[src/rtl/spi_rx_frame_ctrl.sv]
// -----------------------------------------------------------------------------
// spi_rx_frame_ctrl
//
// Assembles the bit stream from the SPI receive PHY (already in the system
// clock domain) into bytes. It then decodes each frame as a register access:
//   byte 0      : header {rw, addr[6:0]}
//   byte 1..N   : rw=1 -> each byte is written to the register bank
//                 rw=0 -> dummy bytes that pace read prefetch
//
// Ports
//   clock, rst_n        system clock, asynchronous active-low reset
//   start, finish       frame open/close pulses (CS falling / rising)
//   rx_data, rx_valid   received bit and its one-cycle strobe
//   wr_en/addr/data     register write strobe and payload (held between strobes)
//   rd_req/rd_addr      read prefetch strobe and address (held between strobes)
//   busy                high from the cycle after start until the cycle after finish
//   byte_cnt            completed bytes in this frame incl. header, saturating
//   frame_err           one-cycle pulse when a frame closes or restarts mid-byte
// -----------------------------------------------------------------------------
module spi_rx_frame_ctrl #(
  parameter int ADDR_WIDTH = 7,    // header is {rw, addr}, so this must stay 7
  parameter bit MSB_FIRST  = 1'b1,
  parameter bit AUTO_INC   = 1'b1
) (
  input  logic                  clock,
  input  logic                  rst_n,
  input  logic                  start,
  input  logic                  finish,
  input  logic                  rx_data,
  input  logic                  rx_valid,
  output logic                  wr_en,
  output logic [ADDR_WIDTH-1:0] wr_addr,
  output logic [7:0]            wr_data,
  output logic                  rd_req,
  output logic [ADDR_WIDTH-1:0] rd_addr,
  output logic                  busy,
  output logic [7:0]            byte_cnt,
  output logic                  frame_err
);

  typedef enum logic [1:0] {
    ST_IDLE,
    ST_HEADER,
    ST_DATA_WR,
    ST_DATA_RD
  } state_e;

  state_e                state_q,     state_d;
  logic [2:0]            bit_cnt_q,   bit_cnt_d;
  logic [7:0]            shift_q,     shift_d;
  logic [ADDR_WIDTH-1:0] addr_q,      addr_d;
  logic                  wr_en_q,     wr_en_d;
  logic [ADDR_WIDTH-1:0] wr_addr_q,   wr_addr_d;
  logic [7:0]            wr_data_q,   wr_data_d;
  logic                  rd_req_q,    rd_req_d;
  logic [ADDR_WIDTH-1:0] rd_addr_q,   rd_addr_d;
  logic                  busy_q,      busy_d;
  logic [7:0]            byte_cnt_q,  byte_cnt_d;
  logic                  frame_err_q, frame_err_d;

  logic [7:0]            shift_nxt;
  logic [2:0]            bit_cnt_nxt;
  logic [ADDR_WIDTH-1:0] addr_step;

  always_comb begin
    state_d     = state_q;
    bit_cnt_d   = bit_cnt_q;
    shift_d     = shift_q;
    addr_d      = addr_q;
    wr_en_d     = 1'b0;
    wr_addr_d   = wr_addr_q;
    wr_data_d   = wr_data_q;
    rd_req_d    = 1'b0;
    rd_addr_d   = rd_addr_q;
    busy_d      = busy_q;
    byte_cnt_d  = byte_cnt_q;
    frame_err_d = 1'b0;

    // Byte value as it would look with the current bit included
    shift_nxt   = MSB_FIRST ? {shift_q[6:0], rx_data} : {rx_data, shift_q[7:1]};
    bit_cnt_nxt = rx_valid ? bit_cnt_q + 3'd1 : bit_cnt_q;
    addr_step   = AUTO_INC ? addr_q + ADDR_WIDTH'(1) : addr_q;

    if (start) begin
      // Restart has priority over everything, including a coincident bit
      state_d     = ST_HEADER;
      bit_cnt_d   = 3'd0;
      shift_d     = 8'd0;
      byte_cnt_d  = 8'd0;
      busy_d      = 1'b1;
      frame_err_d = (state_q != ST_IDLE) && (bit_cnt_q != 3'd0);
    end else if (state_q != ST_IDLE) begin
      if (rx_valid) begin
        bit_cnt_d = bit_cnt_nxt;
        shift_d   = shift_nxt;
        if (bit_cnt_q == 3'd7) begin
          if (byte_cnt_q != 8'hFF) byte_cnt_d = byte_cnt_q + 8'd1;
          case (state_q)
            ST_HEADER: begin
              addr_d = shift_nxt[ADDR_WIDTH-1:0];
              if (shift_nxt[7]) begin
                state_d = ST_DATA_WR;
              end else begin
                state_d   = ST_DATA_RD;
                rd_req_d  = 1'b1;
                rd_addr_d = shift_nxt[ADDR_WIDTH-1:0];
              end
            end
            ST_DATA_WR: begin
              wr_en_d   = 1'b1;
              wr_addr_d = addr_q;
              wr_data_d = shift_nxt;
              addr_d    = addr_step;
            end
            ST_DATA_RD: begin
              // Prefetch the address of the next byte the master will clock out
              addr_d    = addr_step;
              rd_req_d  = 1'b1;
              rd_addr_d = addr_step;
            end
            default: ;
          endcase
        end
      end
      // A bit arriving with finish is consumed first, so it may still complete
      // a byte; only a leftover partial byte is an error.
      if (finish) begin
        state_d     = ST_IDLE;
        bit_cnt_d   = 3'd0;
        shift_d     = 8'd0;
        busy_d      = 1'b0;
        frame_err_d = (bit_cnt_nxt != 3'd0);
      end
    end
  end

  always_ff @(posedge clock or negedge rst_n) begin
    if (!rst_n) begin
      state_q     <= ST_IDLE;
      bit_cnt_q   <= 3'd0;
      shift_q     <= 8'd0;
      addr_q      <= '0;
      wr_en_q     <= 1'b0;
      wr_addr_q   <= '0;
      wr_data_q   <= 8'd0;
      rd_req_q    <= 1'b0;
      rd_addr_q   <= '0;
      busy_q      <= 1'b0;
      byte_cnt_q  <= 8'd0;
      frame_err_q <= 1'b0;
    end else begin
      state_q     <= state_d;
      bit_cnt_q   <= bit_cnt_d;
      shift_q     <= shift_d;
      addr_q      <= addr_d;
      wr_en_q     <= wr_en_d;
      wr_addr_q   <= wr_addr_d;
      wr_data_q   <= wr_data_d;
      rd_req_q    <= rd_req_d;
      rd_addr_q   <= rd_addr_d;
      busy_q      <= busy_d;
      byte_cnt_q  <= byte_cnt_d;
      frame_err_q <= frame_err_d;
    end
  end

  assign wr_en     = wr_en_q;
  assign wr_addr   = wr_addr_q;
  assign wr_data   = wr_data_q;
  assign rd_req    = rd_req_q;
  assign rd_addr   = rd_addr_q;
  assign busy      = busy_q;
  assign byte_cnt  = byte_cnt_q;
  assign frame_err = frame_err_q;

endmodule

[config.mk]
export PLATFORM = sky130hd
export DESIGN_NAME = spi_rx_frame_ctrl
export DESIGN_NICKNAME = d
export VERILOG_FILES = /design/src/rtl/spi_rx_frame_ctrl.sv
export SDC_FILE = /design/constraint.sdc
export NUM_CORES = 1
export LEC_CHECK = 0
export CAP_MARGIN = 30
export CORE_UTILIZATION = 28
export DETAILED_ROUTE_END_ITERATION = 16
export DONT_BUFFER_PORTS = 1
export PLACE_DENSITY = 0.5
export SKIP_CTS_REPAIR_TIMING = 1
export SYNTH_ARGS = -nofsm -noshare
export SYNTH_HDL_FRONTEND = slang
export SYNTH_SLANG_ARGS = --single-unit
[constraint.sdc]
create_clock -name clock -period 1.9 [get_ports clock]
set_input_delay 0.475 -clock clock [delete_from_list [all_inputs] [get_ports clock]]
set_output_delay 0.475 -clock clock [all_outputs]
set_load 0.05 [all_outputs]
Word level (Yosys, flattened, before mapping). Cells that the tools add are included.

Add/sub/neg operators: 3. Multiply operators: 0. Divide/modulo/power cells: 0. Order comparisons: 0. Equality and inequality tests: 6. Shifts and indexed selects: 0. Mux-type cells: 41. Bitwise logic cells: 1. Reduce and logical (&&, ||, !) cells: 22.

Operator list (count): $mux W8 (5); $mux W7 (5); $pmux W7 S2 (2); $mux W1 (17); $reduce_bool A2 Y1 (8); $mux W3 (5); $reduce_bool A3 Y1 (5); $mux W2 (6); $reduce_and A5 Y1 (2); $add A8 B1 Y8 const B (1); $ne A8 B8 Y1 const B (1); $reduce_and A4 Y1 (2); $add A7 B1 Y7 const B (1); $reduce_and A6 Y1 (1); $eq A2 B2 Y1 const B (2); $reduce_and A2 Y1 (2); $add A3 B1 Y3 const B (1); $eq A3 B3 Y1 const B (1); $eq A2 B1 Y1 const B (1); $ne A2 B2 Y1 const B (1); $pmux W1 S2 (1); $reduce_or A2 Y1 (1); $logic_and A1 B1 Y1 (1); $not A1 Y1 (1).

Register bits after elaboration: 53. Bits in latches: 0. RAM bits: 0. ROM bits: 0. Input port bits: 6. Output and inout port bits: 34. Word-level logic and storage cells: 85. Memories kept: 0.

Depth between registers and ports, before layout. Gate-level depths: netlist of run 1.

Word-level depth: 7. Depth in mapped cells: 7.

Worst setup path after synthesis of run 1. Ideal clock, no wire load.

Kind: register to register. Start: register bit_cnt_q[0]. End: register wr_addr_q[0], in the netlist wr_addr[0]. Library setup time: 125 ps. Arrival time: 1642 ps. Data required time: 1775 ps. Path slack: 133 ps. Stages on the path, launching flop included: 7. Buffers on the path: 1. Period minus slack after synthesis: 1767 ps. Path through: dfrtp_1 -> ha_1 -> ha_1 -> nand2_2 -> nor4_4 -> buf_6 -> mux2_4.

Cells in the longest elaborated chain, start to end: 2.

RTL lines: start: declaration (line 49) `logic [2:0] bit_cnt_q, bit_cnt_d;`; start signal: assignment (line 153) `bit_cnt_q <= bit_cnt_d;`; $eq A3 B3 Y1 (line 96) `if (bit_cnt_q == 3'd7) begin`; $reduce_and A5 Y1 (no line); end signal: assignment (line 157) `wr_addr_q <= wr_addr_d;`; end: declaration (line 53) `logic [ADDR_WIDTH-1:0] wr_addr_q, wr_addr_d;`.

Every way passes these cells. A chain may end at the register's enable or synchronous reset.

Final worst setup path of run 1.
Start: register bit_cnt_q[1]. End: register byte_cnt_q[7], in the netlist byte_cnt[7].

Cells in the longest elaborated chain, start to end: 3.

RTL lines: $eq A3 B3 Y1 (line 96); $reduce_bool A2 Y1 (no line); $reduce_and A4 Y1 (no line); end signal: assignment (line 162) `byte_cnt_q <= byte_cnt_d;`; end: declaration (line 58) `logic [7:0] byte_cnt_q, byte_cnt_d;`.

Every way passes these cells.

==> flow_summary.json, run 1 <==
{
  "status": "finished clean",
  "totalWireLength_um": 5242,
  "syn_area_um2": 2485,
  "min_period_ns": 1.794,
  "clock-root-buffer": "clkbuf_8",
  "yosysTopAreaCell": "dfrtp_1",
  "drt_iter0_markers": 46,
  "avgSynthCellArea_um2": 11.45,
  "clockBufferDepth": 2,
  "synth_edf_count": 0,
  "vias": 1670,
  "start_util_pct": 28.77,
  "synth-main-ff-cell": "dfrtp_1",
  "cts_buffers": 5,
  "track_usage_pct": 12.57,
  "synth_compound_area_share_pct": 13.54,
  "cap_violations": 0,
  "async_flop_share_pct": 100.0,
  "io_buffers": 0,
  "yosysWarnings": 0,
  "synth_seq_cells": 53,
  "boundaryPins": 40,
  "drive_above_1_share_pct": 22.46,
  "core_area_um2": 8636,
  "start_kind": "flop",
  "finalCoreUtilization_pct": 33.11,
  "hold_ws_ns": 0.006232,
  "synth_top_area_share_pct": 53.37,
  "slowest_delay_ns": 0.40,
  "final.setup_skew_ns": 0.005499,
  "dieArea_um2": 9255,
  "finalSetupViolCount": 0,
  "fin_crit_sh_pct": 94.41,
  "die_y_um": 96.21,
  "dr.pass1.iters": 4,
  "place.gp.congestion": 0.7771,
  "syn_nets": 228,
  "wl_per_cell_um": 15.24,
  "cp_max_fo": 6,
  "synth_mux_area_share_pct": 11.08,
  "crit_top_cell": "ha_1",
  "yosys-top-cells-area": "dfrtp_1 (53%), mux2_4 (5.4%), mux2_2 (3.6%)",
  "worstPathArrival_ns": 2.00,
  "grt_pass1_vias": 1657,
  "crit_type": "reg -> reg",
  "synth_top_family_by_area": "simple AND/OR/NAND/NOR gates",
  "drc": 0,
  "synth_xor_area_share_pct": 2.467,
  "clock-sinks": 53,
  "ir_worst_vdd_v": 0.0003066,
  "setup-tns-final_ns": 0,
  "grt_pass1_wl_um": 8700,
  "seq_area_frac_synth_pct": 53.37,
  "fmaxAchievable_mhz": 557.5,
  "final_cell_mix": "dfrtp_1 (53), buf_4 (19), nor2_1 (18), nand2_1 (14), o21ai_0 (13)",
  "final_common_cell": "dfrtp_1",
  "worst_slew_pin_slew_ns": 0.5170,
  "cts.clk_slew.worst_paths_ns": 0.09,
  "hold_viol_final": 0,
  "antenna_found_initial": 0,
  "required_ns": 2.10,
  "cp_slowest_cell": "dfrtp_1",
  "ant_nets": 0,
  "rsz0062_at_grt": "false",
  "synthDistinctLibCells": 44,
  "crit_chain": "ha_1 > ha_1 > o211a_1 > o211ai_1 > nor2_1 > mux2_2",
  "pre_cts_slack_ns": 0.1055,
  "synth_fa_ha_area_share_pct": 2.518,
  "vias_per_cell": 4.855,
  "grt-ovfl-total": 0,
  "endpoint_kind": "flop",
  "area_delta_synth_final_pct": 15.06,
  "fillerInstances": 854,
  "pwr_density_cell_nw_per_um2": 707.3,
  "final_nets": 246,
  "htreeDepth": 2,
  "cts_tree": "done",
  "post-dp-hpwl_um": 3721,
  "setup_ws_ns": 0.1062,
  "row_count": 34,
  "grt_max_degree": 54,
  "fp.dieW_um": 96.21,
  "slew_headroom_pct": 65.17,
  "rrSetupSlack_ns": 0.11,
  "clock_latency_ns": 0.31,
  "synthSimpleGateAreaFrac_pct": 13.70,
  "synth_cells": 217,
  "drv_slew": 0,
  "hp-class": "in -> async",
  "antennaDiodeCount": 0,
  "leakagePower_nw": 1.325
}
-- sequential cells by signal (all words and copies together), names as in the netlist, 2 cells and up --
register / cells
bit_cnt_q: 3
state_q: 2
wr_addr: 7
rd_addr: 7
wr_data: 8
addr_q: 7
shift_q: 7
byte_cnt: 8
-- Yosys cell counts (all sizes together) (5+ instances only) --
| cell type | n |
|---|---|
| dfrtp | 53 |
| nor2 | 18 |
| mux2 | 17 |
| nand2 | 15 |
| o21ai | 14 |
| a22o | 9 |
| inv | 7 |
| and2 | 6 |
| a21oi | 5 |
| buf | 5 |
| ha | 5 |
| mux2i | 5 |
| nand2b | 5 |
| nand3 | 5 |
| nor2b | 5 |
| o31ai | 5 |
| xor2 | 5 |
-- area by class of cell --
cell class              instances  area [um2]  area share (%)
clock buffers                   6       82.58           2.888
clock inverters                 2       37.54           1.313
inverters                       7       26.28          0.9190
multi-input cells             148        1081           37.81
flip-flops and latches         53        1326           46.39
well taps                     108       135.1           4.726
repair buffers                 20       170.2           5.952
-- logic make-up (layout without fill, tap and decap cells) --
| logic type | count (synthesis) | after routing |
|---|---|---|
| AO/OA/AOI/OAI | 49 | 49 |
| flip-flops | 53 | 53 |
| buffers and inverters | 16 | 35 |
| adder cells (fa/ha/maj) | 5 | 5 |
| multiplexers | 22 | 22 |
| XOR/XNOR | 7 | 7 |
| AND/OR/NAND/NOR | 65 | 65 |
-- stage by stage --
step                instance area [um2]  cells  total power [mW]
global placement                   2699    334             1.214
global route                       2859    344             2.103
CTS                                2819    342             2.027
floorplan                          2485    217             1.212
detailed placement                 2699    334             1.215
finish                             2859    344             2.022
-- per-layer routing --
layer	up-vias	track usage (%)	wire [um]
met4	0	4.478	85
li1	812	-	-
met5	-	0	0
met3	5	3.397	334
met2	38	18.14	2335
met1	815	17.90	2486
-- critical path: cells and delay by family (launching register included) --
family          cells  cell delay (ns)
compound gates      2             0.45
fa+ha+maj           2             0.37
flops               1             0.40
mux                 1             0.34
simple gates        1             0.13
-- where the power goes --
group	leakage, nW	internal (mW)	switching, mW	total (mW)
clock network	0.0574	0.429	0.374	0.803
logic	0.535	0.0256	0.0403	0.0658
registers	0.732	1.13	0.0197	1.15
-- final timing paths --
kind                            cells after the start                     start                  endpoint
worst max-delay path                                6  bit_cnt_q[1]$_DFFE_PN0P_   byte_cnt[7]$_DFFE_PN0P_
worst min-delay path                                1                     rst_n   byte_cnt[0]$_DFFE_PN0P_
worst max register to register                      6  bit_cnt_q[1]$_DFFE_PN0P_   byte_cnt[7]$_DFFE_PN0P_
worst min register to register                      1  bit_cnt_q[1]$_DFFE_PN0P_  bit_cnt_q[1]$_DFFE_PN0P_
max in group asynchronous                           1                     rst_n    wr_addr[3]$_DFFE_PN0P_
min in group clock                                  1                     start   byte_cnt[3]$_DFFE_PN0P_
No activity file was read; power rests on OpenSTA's default activity.
==> run 2: changes to the inputs <==
--- a/config.mk
+++ b/config.mk
@@ -9,7 +9,7 @@
 export CORE_UTILIZATION = 28
 export DETAILED_ROUTE_END_ITERATION = 16
 export DONT_BUFFER_PORTS = 1
-export PLACE_DENSITY = 0.5
+export PLACE_DENSITY = 0.4
 export SKIP_CTS_REPAIR_TIMING = 1
 export SYNTH_ARGS = -nofsm -noshare
 export SYNTH_HDL_FRONTEND = slang
==> run 2 against run 1 <==
  * Non-clock buffer count is 1 lower
  * Combinational power about the same
  * Setup slack gained 0.046 ns
  * Sequential share of layout area grew 0.31 points
  * Sequential power hardly changed
  * Fmax rose by 2.6%
  * Utilization down 0.22 points
  * Global-route usage rose by 0.74 points
  * Clock power shrank 19%
  * First-iteration DRC count grew 61%
  * Largest power group unchanged
==> flow_summary.json, run 2 (same netlist as run 1, synthesis figures left out) <==
{
  "boundaryPins": 40,
  "drc": 0,
  "setup_ws_ns": 0.1524,
  "post-dp-hpwl_um": 3790,
  "dr.pass1.iters": 4,
  "clock_latency_ns": 0.31,
  "finalSetupViolCount": 0,
  "grt_max_degree": 54,
  "startpoint": "bit_cnt_q[1]$_DFFE_PN0P_",
  "fmaxAchievable_mhz": 572.2,
  "slew_headroom_pct": 67.65,
  "final.setup_skew_ns": 0.008164,
  "pwr_density_cell_nw_per_um2": 660.1,
  "clock-sinks": 53,
  "crit_type": "reg -> reg",
  "worst_slew_pin_slew_ns": 0.4852,
  "hold_viol_final": 0,
  "fillerInstances": 865,
  "cap_violations": 0,
  "final_common_cell": "dfrtp_1",
  "ant_nets": 0,
  "grt_pass1_wl_um": 9183,
  "io_buffers": 0,
  "rsz0062_at_grt": "false",
  "fp.dieW_um": 96.21,
  "fin_cells": 343,
  "cp_max_fo": 16,
  "grt_pass1_vias": 1765,
  "wl_per_cell_um": 16.26,
  "place_inst": 334,
  "die_y_um": 96.21,
  "ir_worst_vdd_v": 0.0002976,
  "final_cell_mix": "dfrtp_1 (53), nor2_1 (18), buf_4 (17), nand2_1 (14), o21ai_0 (13)",
  "drive_above_1_share_pct": 22.13,
  "vias": 1653,
  "totalWireLength_um": 5577,
  "clock-root-buffer": "clkbuf_8",
  "required_ns": 2.10,
  "dieArea_um2": 9255,
  "status": "finished clean",
  "pre_cts_slack_ns": 0.1312,
  "core_area_um2": 8636,
  "hp-class": "in -> async",
  "grt-ovfl-total": 0,
  "start_util_pct": 28.77,
  "row_count": 34,
  "worstPathArrival_ns": 1.95,
  "area_delta_synth_final_pct": 14.30,
  "fin_crit_sh_pct": 91.98,
  "clockBufferDepth": 2,
  "design_area_um2": 2840,
  "start_kind": "flop",
  "cts.clk_slew.worst_paths_ns": 0.10,
  "drt_iter0_markers": 74,
  "htreeDepth": 2,
  "r2r_cells": 6,
  "cts_buffers": 5,
  "r2r_start": "bit_cnt_q[1]$_DFFE_PN0P_",
  "drv_slew": 0,
  "track_usage_pct": 13.31,
  "leakagePower_nw": 1.306,
  "place_area_um2": 2711,
  "final_nets": 245,
  "cts_tree": "done",
  "min_period_ns": 1.748,
  "vias_per_cell": 4.819,
  "setup-tns-final_ns": 0,
  "rrSetupSlack_ns": 0.15,
  "antenna_found_initial": 0,
  "antennaDiodeCount": 0,
  "endpoint_kind": "flop",
  "place.gp.congestion": 0.7282,
  "worstReg2RegEnd": "wr_data[3]$_DFFE_PN0P_"
}
-- run 2: area by class of cell --
type / count / area (um2) / share of cell area (%)
timing repair buffer: 19 / 175.2 / 6.167
clock inverter: 2 / 13.76 / 0.4846
tap: 108 / 135.1 / 4.758
inverter: 7 / 26.28 / 0.9251
clock buffer: 6 / 72.57 / 2.555
sequential: 53 / 1326 / 46.70
multi-input combinational: 148 / 1091 / 38.41
-- run 2: layer usage --
| metal | up-vias | global-route usage, % | part of all wire [%] |
|---|---|---|---|
| met5 | - | 0 | 0 |
| met4 | 0 | 3.731 | 1.1 |
| met3 | 6 | 3.081 | 5.1 |
| met2 | 38 | 19.98 | 43 |
| met1 | 804 | 19.00 | 51 |
| li1 | 805 | - | - |
-- run 2: worst max path at each step --
stage | endpoint | slack, ns | depth (start not counted)
floorplan | wr_addr[0]$_DFFE_PN0P_ | 0.13 | 6
global route | rd_addr[6]$_DFFE_PN0P_ | 0.04 | 7
finish | wr_data[3]$_DFFE_PN0P_ | 0.15 | 6
detailed placement | byte_cnt[7]$_DFFE_PN0P_ | 0.13 | 6
CTS | byte_cnt[7]$_DFFE_PN0P_ | 0.11 | 6
global placement | byte_cnt[7]$_DFFE_PN0P_ | 0.19 | 6
-- run 2: worst max-delay path, stage by stage, from the launching register on --
cell     delay (ns)
dfrtp_1        0.40
ha_1           0.16
ha_1           0.24
nand2_2        0.10
nor4_4         0.19
buf_12         0.20
mux2_2         0.34
-- run 2: power by group --
part           total [mW]  internal (mW)  switching (mW)
Sequential           1.16           1.13          0.0212
Combinational      0.0660         0.0243          0.0416
Clock               0.654          0.264           0.390
Total                1.87           1.42           0.453
-- run 2: through the flow --
stage          power [mW]  hold slack (ns)  util, %
2_1_floorplan       1.212           0.1794        -
3_3_place_gp        1.215           0.1815    31.40
3_5_place_dp        1.215           0.1815    31.40
4_1_cts             1.901          -0.1697    32.40
5_1_grt             1.962          0.01099    32.89
6_report            1.875        0.0004068    32.89
